## config.mk

```make
export PLATFORM = sky130hd
export DESIGN_NAME = pipe_stage_reg
export DESIGN_NICKNAME = d
export VERILOG_FILES = /design/src/rtl/pipe_stage_reg_pkg.sv /design/src/rtl/pipe_stage_reg_sat_counter.sv /design/src/rtl/pipe_stage_reg.sv
export SDC_FILE = /design/constraint.sdc
export NUM_CORES = 1
export LEC_CHECK = 0
export ABC_AREA = 1
export CAP_MARGIN = 20
export CORE_MARGIN = 3
export CORE_UTILIZATION = 33
export CTS_CLUSTER_DIAMETER = 80
export DETAILED_ROUTE_END_ITERATION = 6
export PLACE_DENSITY = 0.71
export SETUP_SLACK_MARGIN = 0.2
export SLEW_MARGIN = 20
export SYNTH_ARGS = -nofsm -noshare
export SYNTH_HDL_FRONTEND = slang
export SYNTH_SLANG_ARGS = --single-unit
```

## constraint.sdc

```tcl
create_clock -name clk -period 1.8 [get_ports clk]
set_input_delay 0.27 -clock clk [delete_from_list [all_inputs] [get_ports clk]]
set_output_delay 0.27 -clock clk [all_outputs]
set_load 0.05 [all_outputs]
```

## src/rtl/pipe_stage_reg_pkg.sv

```systemverilog
// pipe_stage_reg_pkg: shared stall-bus indices, NOP encodings and stage actions for pipeline registers
package pipe_stage_reg_pkg;
  localparam int STALL_BUS_W = 6;
  localparam int STAGE_IF = 0;
  localparam int STAGE_ID = 1;
  localparam int STAGE_EX = 2;
  localparam int STAGE_MEM = 3;
  localparam int STAGE_WB = 4;
  localparam logic ENABLED = 1'b1;
  localparam logic DISABLED = 1'b0;
  localparam logic TRUE = 1'b1;
  localparam logic FALSE = 1'b0;
  localparam logic [3:0] ALU_NOP = 4'd0;
  localparam logic [4:0] NOP_REG_ADDR = 5'd0;
  localparam logic ZERO = 1'b0;
  typedef enum logic [1:0] {ACT_LOAD, ACT_BUBBLE, ACT_HOLD, ACT_FLUSH} act_e;
endpackage

```

## src/rtl/pipe_stage_reg_sat_counter.sv

```systemverilog
// sat_counter: saturating event counter with synchronous clear
module sat_counter #(
  parameter int CNT_W = 16
) (
  input  logic             clk,
  input  logic             rst,
  input  logic             clr,
  input  logic             inc,
  output logic [CNT_W-1:0] count
);
  always_ff @(posedge clk)
    if (rst || clr) count <= '0;
    else if (inc && count != '1) count <= count + 1'b1;
endmodule

```

## src/rtl/pipe_stage_reg.sv

```systemverilog
// pipe_stage_reg: inter-stage pipeline register with stall/flush/bubble control and perf counters
module pipe_stage_reg
  import pipe_stage_reg_pkg::*;
#(
  parameter int DATA_W = 72,
  parameter int ADDR_W = 5,
  parameter int NSRC = 2,
  parameter int STALL_W = 6,
  parameter int STAGE = 2,
  parameter logic [DATA_W-1:0] NOP_DATA = '0,
  parameter int CNT_W = 16
) (
  input  logic                   clk,
  input  logic                   rst,
  input  logic [STALL_W-1:0]     stall,
  input  logic                   flush,
  input  logic                   clr_cnt,
  input  logic                   in_valid,
  input  logic [DATA_W-1:0]      in_data,
  input  logic [ADDR_W-1:0]      in_rd,
  input  logic                   in_regwe,
  input  logic [NSRC*ADDR_W-1:0] in_srcaddr,
  input  logic [NSRC-1:0]        in_srcen,
  output logic                   out_valid,
  output logic [DATA_W-1:0]      out_data,
  output logic [ADDR_W-1:0]      out_rd,
  output logic                   out_regwe,
  output logic [NSRC*ADDR_W-1:0] out_srcaddr,
  output logic [NSRC-1:0]        out_srcen,
  output logic [CNT_W-1:0]       bubble_cnt,
  output logic [CNT_W-1:0]       flush_cnt,
  output logic [CNT_W-1:0]       hold_cnt
);
  if (STAGE + 1 >= STALL_W) begin : g_bad_stage
    $error("pipe_stage_reg: STAGE+1 must be below STALL_W");
  end
  logic up, dn;
  act_e act;
  assign up = stall[STAGE];
  assign dn = stall[STAGE+1];
  // up=0 with dn=1 is illegal upstream; it falls through to LOAD
  always_comb act = flush ? ACT_FLUSH : (up && !dn) ? ACT_BUBBLE : !up ? ACT_LOAD : ACT_HOLD;
  always_ff @(posedge clk)
    if (rst || act == ACT_FLUSH || act == ACT_BUBBLE) begin
      out_valid   <= FALSE;
      out_data    <= NOP_DATA;
      out_rd      <= '0;
      out_regwe   <= DISABLED;
      out_srcaddr <= '0;
      out_srcen   <= '0;
    end else if (act == ACT_LOAD) begin
      out_valid   <= in_valid;
      out_data    <= in_valid ? in_data : NOP_DATA;
      out_rd      <= in_valid ? in_rd : '0;
      out_regwe   <= in_regwe & in_valid;
      out_srcaddr <= in_valid ? in_srcaddr : '0;
      out_srcen   <= in_srcen & {NSRC{in_valid}};
    end
  sat_counter #(.CNT_W(CNT_W)) u_bubble (.clk(clk), .rst(rst), .clr(clr_cnt), .inc(act == ACT_BUBBLE), .count(bubble_cnt));
  sat_counter #(.CNT_W(CNT_W)) u_flush  (.clk(clk), .rst(rst), .clr(clr_cnt), .inc(act == ACT_FLUSH),  .count(flush_cnt));
  sat_counter #(.CNT_W(CNT_W)) u_hold   (.clk(clk), .rst(rst), .clr(clr_cnt), .inc(act == ACT_HOLD),   .count(hold_cnt));
endmodule
```

==> impl_metrics.ini, run 1 <==
[setup_path]
crit_path_max_fanout = 5
cp_top_family = buffers and inverters
cp-end-kind = primary output
rrSetupSlack_ps = 310
path_cells = clkdlybuf4s15_1
ff2ff_path_depth = 8
critPathKind = flip-flop to primary output
cp_num_buf_inv = 1
arrival_ps = 1290
r2r_end = u_hold.count[2]
slowest_stage = clkdlybuf4s15_1
timing.rr.start = u_hold.count[0]
cp.required_ps = 1530
max_stage_delay_ps = 510
startpoint_type = flip-flop

[clocking]
cts.sinks = 139
cts_root_buf = clkbuf_16
cts_buffer_depth = 2
clk_pin_slew_ps = 60
clock_latency_ps = 420
cts-hold-fix-buffers = 0
cts_max_level = 4
numCtsBuffers = 17
cts_tree = done

[outcome]
outcome = completed

[route]
wl_per_cell_um = 13.84
routed_via_density = 4.715
first_pass_iters = 4
postRouteAntennaNets = 0
drc = 0
via_count = 6163
wirelength_um = 18090
drt_iter0_markers = 272

[min_path]
hold_end = out_data[54]
hold_start = in_data[54]
holdCritPathClass = primary input to flip-flop
hold_path_depth = 3

[floorplan]
start_util_pct = 33.94
die_area_um2 = 19560
fp.dieH_um = 139.8
rows = 48
die_w_um = 139.8
ios = 240
coreArea_um2 = 17420

[yosys]
syn-num-nets = 926
syn-cell-area_um2 = 5912
ys_seq_area_share_pct = 47.07
netlist_instances = 822
avgSynthCellArea_um2 = 7.192
synth.distinct_cells = 30
synth_seq_cells = 139
yosys_warnings = 0

[place]
place_area_um2 = 8462
gp_congestion = 0.8585
port_buffers = 235
hpwlAfterDp_um = 12830

[power]
cellPowerDensity_nw_per_um2 = 817.7
leakage_uw = 0.003451
power.total_uw = 7405
ir_drop_uv = 647.9

[finish]
n_antenna_cell = 0
n_fill_cell = 1720
mostFrequentLayoutCells = nand2_1 (296), a21oi_1 (123), dfxtp_1 (106)
stdcell_area_um2 = 9056
final_common_cell = nand2_1
drive_gt1_share_pct = 18.76
area_growth_pct = 53.19
nNetsFinal = 1173
fin_util_pct = 52.00

[timing]
layout_min_cycle_time_ps = 1562
finalSetupViolations = 0
fin_skew_ps = 7.766
rsz0062_at_grt = false
worst_slew_pin_slew_ps = 514.8
final_max_slew_viol_count = 0
fin_crit_sh_pct = 86.79
finalHoldViolations = 0
fmax_mhz = 640.1
slew_headroom_pct = 65.81

[global_route]
grt.overflow.total = 0
grt_pass1_vias = 5463
grt_max_degree = 60
antenna_found_initial = 0
grt.total_usage_pct = 18.06
grt_pass1_wl_um = 29010

[run]
maxCapViolCount = 0
==> per-layer routing <==
metal / wire length, um / share of wire, % / vias to the layer above / track usage, %
li1: - / - / 3151 / -
met1: 7967 / 44 / 2757 / 23.59
met2: 8335 / 46 / 227 / 28.92
met3: 1363 / 7.5 / 28 / 4.467
met4: 421 / 2.3 / 0 / 6.731
met5: 0 / 0 / - / 0
==> worst min-delay path, stage by stage <==
cell and delay, ps:
clkdlybuf4s50_1 390, nand2_1 60, a21oi_1 50
==> cell usage after synthesis <==
cell | n | area share (%)
nand3_1 | 38 | 3.2
a21oi_1 | 123 | 10
xnor2_1 | 1 | 0.15
o21ai_0 | 7 | 0.59
o21ai_1 | 2 | 0.17
dfxtp_1 | 139 | 47
nand3b_1 | 2 | 0.25
buf_6 | 10 | 1.9
inv_4 | 1 | 0.11
nor2_1 | 101 | 6.4
nand3_2 | 1 | 0.17
nand3_4 | 1 | 0.30
nor2_4 | 11 | 2.1
nand4_1 | 8 | 0.85
ha_1 | 3 | 0.63
inv_2 | 4 | 0.25
nand4_4 | 1 | 0.36
o31ai_1 | 1 | 0.13
clkbuf_1 | 3 | 0.19
nand4_2 | 2 | 0.42
a21oi_2 | 1 | 0.15
clkinv_1 | 1 | 0.063
nor2_2 | 8 | 0.85
nor3_1 | 6 | 0.51
nor3b_1 | 1 | 0.13
buf_2 | 20 | 1.7
nand2_1 | 297 | 19
nand2_2 | 3 | 0.32
inv_1 | 25 | 1.6
nor3_2 | 1 | 0.17
==> where the power goes <==
group	leakage (uW)	internal (uW)	total [uW]	switching, uW
Sequential	0.00114	3100	3110	15.5
Combinational	0.00202	295	605	310
Clock	0.000295	2250	3690	1440
==> sequential cells by signal (all words and copies together) (netlist names) <==
name            flops
out_data           72
out_rd              5
out_regwe           1
out_srcaddr        10
out_srcen           2
out_valid           1
u_bubble.count     16
u_flush.count      16
u_hold.count       16
==> worst max-delay path by stage <==
stage	startpoint	slack [ps]	cells after the start	end
4_1_cts	u_bubble.count[13]	160	1	bubble_cnt[13]
3_5_place_dp	stall[2]	-60	9	u_hold.count[10]
6_report	u_hold.count[7]	240	1	hold_cnt[7]
3_3_place_gp	flush	-30	8	u_bubble.count[9]
2_1_floorplan	u_flush.count[10]	200	6	u_flush.count[15]
5_1_grt	out_data[53]	200	1	out_data[53]
==> per-stage QoR <==
step	worst slack (ps)	TNS [ps]	hold slack (ps)	cells
5_1_grt	200.3	0	398.5	1307
6_report	237.9	0	407.2	1307
2_1_floorplan	202.5	0	412.7	822
3_5_place_dp	-61.00	-400.1	452.9	1269
4_1_cts	162.6	0	384.0	1301
3_3_place_gp	-32.71	-142.8	450.8	1269
==> logic make-up after synthesis <==
kind of cell	share of synthesized area, %
xor+xnor	0.1482
compound gates	11.45
simple gates	34.90
fa+ha+maj	0.6350
flops	47.07
buf+inv	5.799
==> cell type report <==
type / instances / area, um2 / area share (%)
multi-input cells: 620 / 2836 / 31.32
flip-flops and latches: 139 / 2829 / 31.24
repair buffers: 260 / 2369 / 26.15
clock buffers: 18 / 439.2 / 4.849
well taps: 225 / 281.5 / 3.109
clock inverters: 14 / 182.7 / 2.017
inverters: 31 / 118.9 / 1.313
==> repair_timing <==
| item | CTS | global route |
|---|---|---|
| endpoints found under the setup margin | 78 | 56 |
| gates resized for setup | 92 | 42 |
| pin swaps | 0 | 3 |
| cloned | 0 | 1 |
| setup buffers | 0 | 5 |
No activity file was read; power rests on OpenSTA's default activity.
==> run 2: changes to the inputs <==
--- a/config.mk
+++ b/config.mk
@@ -8,10 +8,10 @@
 export ABC_AREA = 1
 export CAP_MARGIN = 20
 export CORE_MARGIN = 3
-export CORE_UTILIZATION = 33
+export CORE_UTILIZATION = 43
 export CTS_CLUSTER_DIAMETER = 80
 export DETAILED_ROUTE_END_ITERATION = 6
-export PLACE_DENSITY = 0.71
+export PLACE_DENSITY = 0.87
 export SETUP_SLACK_MARGIN = 0.2
 export SLEW_MARGIN = 20
 export SYNTH_ARGS = -nofsm -noshare
==> run 2 against run 1 <==
- sequential share of layout area up 0.48 points
- hold slack improved by 3.0 ps
- first-iteration DRC count grew 83%
- power down 1.0%
- clock skew is 1.1 ps lower
- non-clock buffer count fell by 4
- via count is 1.8% higher
- count of clock-buffer cells in the layout fell by 1
- sequential power is essentially flat
- flip-flop and latch count unchanged
- critical path type unchanged
- maximum frequency about the same
- design area shrank 1.5%
==> impl_metrics.ini, run 2 (same netlist as run 1, synthesis figures left out) <==
[route]
wirelength_um = 18540
via_count = 6272
wl_per_cell_um = 14.79
postRouteAntennaNets = 0
first_pass_iters = 7
drc = 0
routed_via_density = 5.006
drt_iter0_markers = 497

[finish]
drive_gt1_share_pct = 18.38
n_antenna_cell = 0
nNetsFinal = 1168
fin_util_pct = 66.83
area_growth_pct = 50.88
mostFrequentLayoutCells = nand2_1 (296), a21oi_1 (123), dfxtp_1 (106)
n_fill_cell = 1112
ff_latch_area_um2 = 2829
largest_register = out_data
largest_reg_flops = 72
multiInputGateArea_um2 = 2811
final_common_cell = nand2_1

[global_route]
use_met1_pct = 26.58
busiest_layer = met2
grt.total_usage_pct = 23.41
grt.overflow.total = 0
grt_max_degree = 44
use_met3_pct = 8.600
grt_pass1_wl_um = 28030
grt_pass1_vias = 5732
antenna_found_initial = 0
grt_use_met2_pct = 38.80

[timing]
rsz0062_at_grt = true
layout_min_cycle_time_ps = 1564
finalSetupViolations = 0
finalHoldViolations = 0
worst_slew_pin_slew_ps = 548.5
fmax_mhz = 639.6
tns_ps = 0
fin_crit_sh_pct = 86.86
fin_skew_ps = 6.652
slew_headroom_pct = 63.57
fin_ws_ps = 236.5
final_max_slew_viol_count = 0

[setup_path]
critPathKind = flip-flop to primary output
path_cells = dlygate4sd2_1
cp.required_ps = 1530
arrival_ps = 1290
slowest_stage = dlygate4sd2_1
cp_top_family = buffers and inverters
crit_path_max_fanout = 2
startpoint_type = flip-flop
max_stage_delay_ps = 550
cp_num_buf_inv = 1
cp-end-kind = primary output

[run]
maxCapViolCount = 0

[clocking]
clock_latency_ps = 410
clk_pin_slew_ps = 60
cts_buffer_depth = 2
numCtsBuffers = 17
cts_root_buf = clkbuf_16
cts_max_level = 4
cts.sinks = 139
cts_tree = done

[floorplan]
ios = 240
rows = 42
fp.dieH_um = 123.3
die_area_um2 = 15190
coreArea_um2 = 13350
start_util_pct = 44.29
die_w_um = 123.3

[place]
port_buffers = 235
hpwlAfterDp_um = 13520
gp_congestion = 0.8857
post-place-ws_ps = -45.98

[min_path]
holdCritPathClass = primary input to flip-flop

[outcome]
outcome = completed

[power]
cellPowerDensity_nw_per_um2 = 821.5
leakage_uw = 0.003459
ir_drop_uv = 537.6
[run 2: cell types whose count changed in the layout (fill, tap and decap cells not counted), moves of 2 or more]
cell,delta
clkdlybuf4s15_1,-13
dlygate4sd2_1,+11
clkbuf_2,-3
inv_6,-2
[run 2: per-stage QoR]
| stage | instance area, um2 | hold WS [ps] | power [uW] | std cells |
|---|---|---|---|---|
| floorplan | 5957 | 412.7 | 3456 | 822 |
| global placement | 8358 | 450.9 | 3784 | 1216 |
| detailed placement | 8358 | 455.2 | 3789 | 1216 |
| CTS | 8887 | 393.8 | 7390 | 1248 |
| global route | 8920 | 400.1 | 7564 | 1253 |
| finish | 8920 | 410.2 | 7328 | 1253 |
[run 2: per-layer routing]
layer	wire length [um]	vias to the layer above
met2	8666	226
met5	0	-
met1	7272	2852
met4	852	0
met3	1746	51
li1	-	3143
[run 2: timing repair]
action,CTS,global route
setup buffers,0,5
setup endpoints to repair,73,36
hold buffers,0,0
gates resized for setup,79,28
pin swaps,0,4
[run 2: cell type report]
class	count	area share, %
clock buffer	17	4.769
clock inverter	15	2.104
inverter	31	1.333
multi-input combinational	619	31.52
sequential	139	31.72
tap	176	2.469
timing repair buffer	256	26.09
[run 2: tightest hold or removal path: cells and delay by family]
family | cells | cell delay (ps)
AO/OA/AOI/OAI | 1 | 50
buffers and inverters | 1 | 390
AND/OR/NAND/NOR | 1 | 60
[run 2: final timing paths]
path | cells past startpoint | end | from | slack [ps]
max | 1 | out_data[50] | out_data[50] | 240
min | 3 | out_srcaddr[5] | in_srcaddr[5] | 410
max reg2reg | 7 | u_bubble.count[6] | u_bubble.count[0] | 350
min reg2reg | 2 | out_data[57] | out_data[57] | 460
[run 2: where the power goes]
part / total (uW) / internal, uW / switching [uW]
clock network: 3610 / 2210 / 1410
logic: 599 / 290 / 309
registers: 3110 / 3100 / 15.1
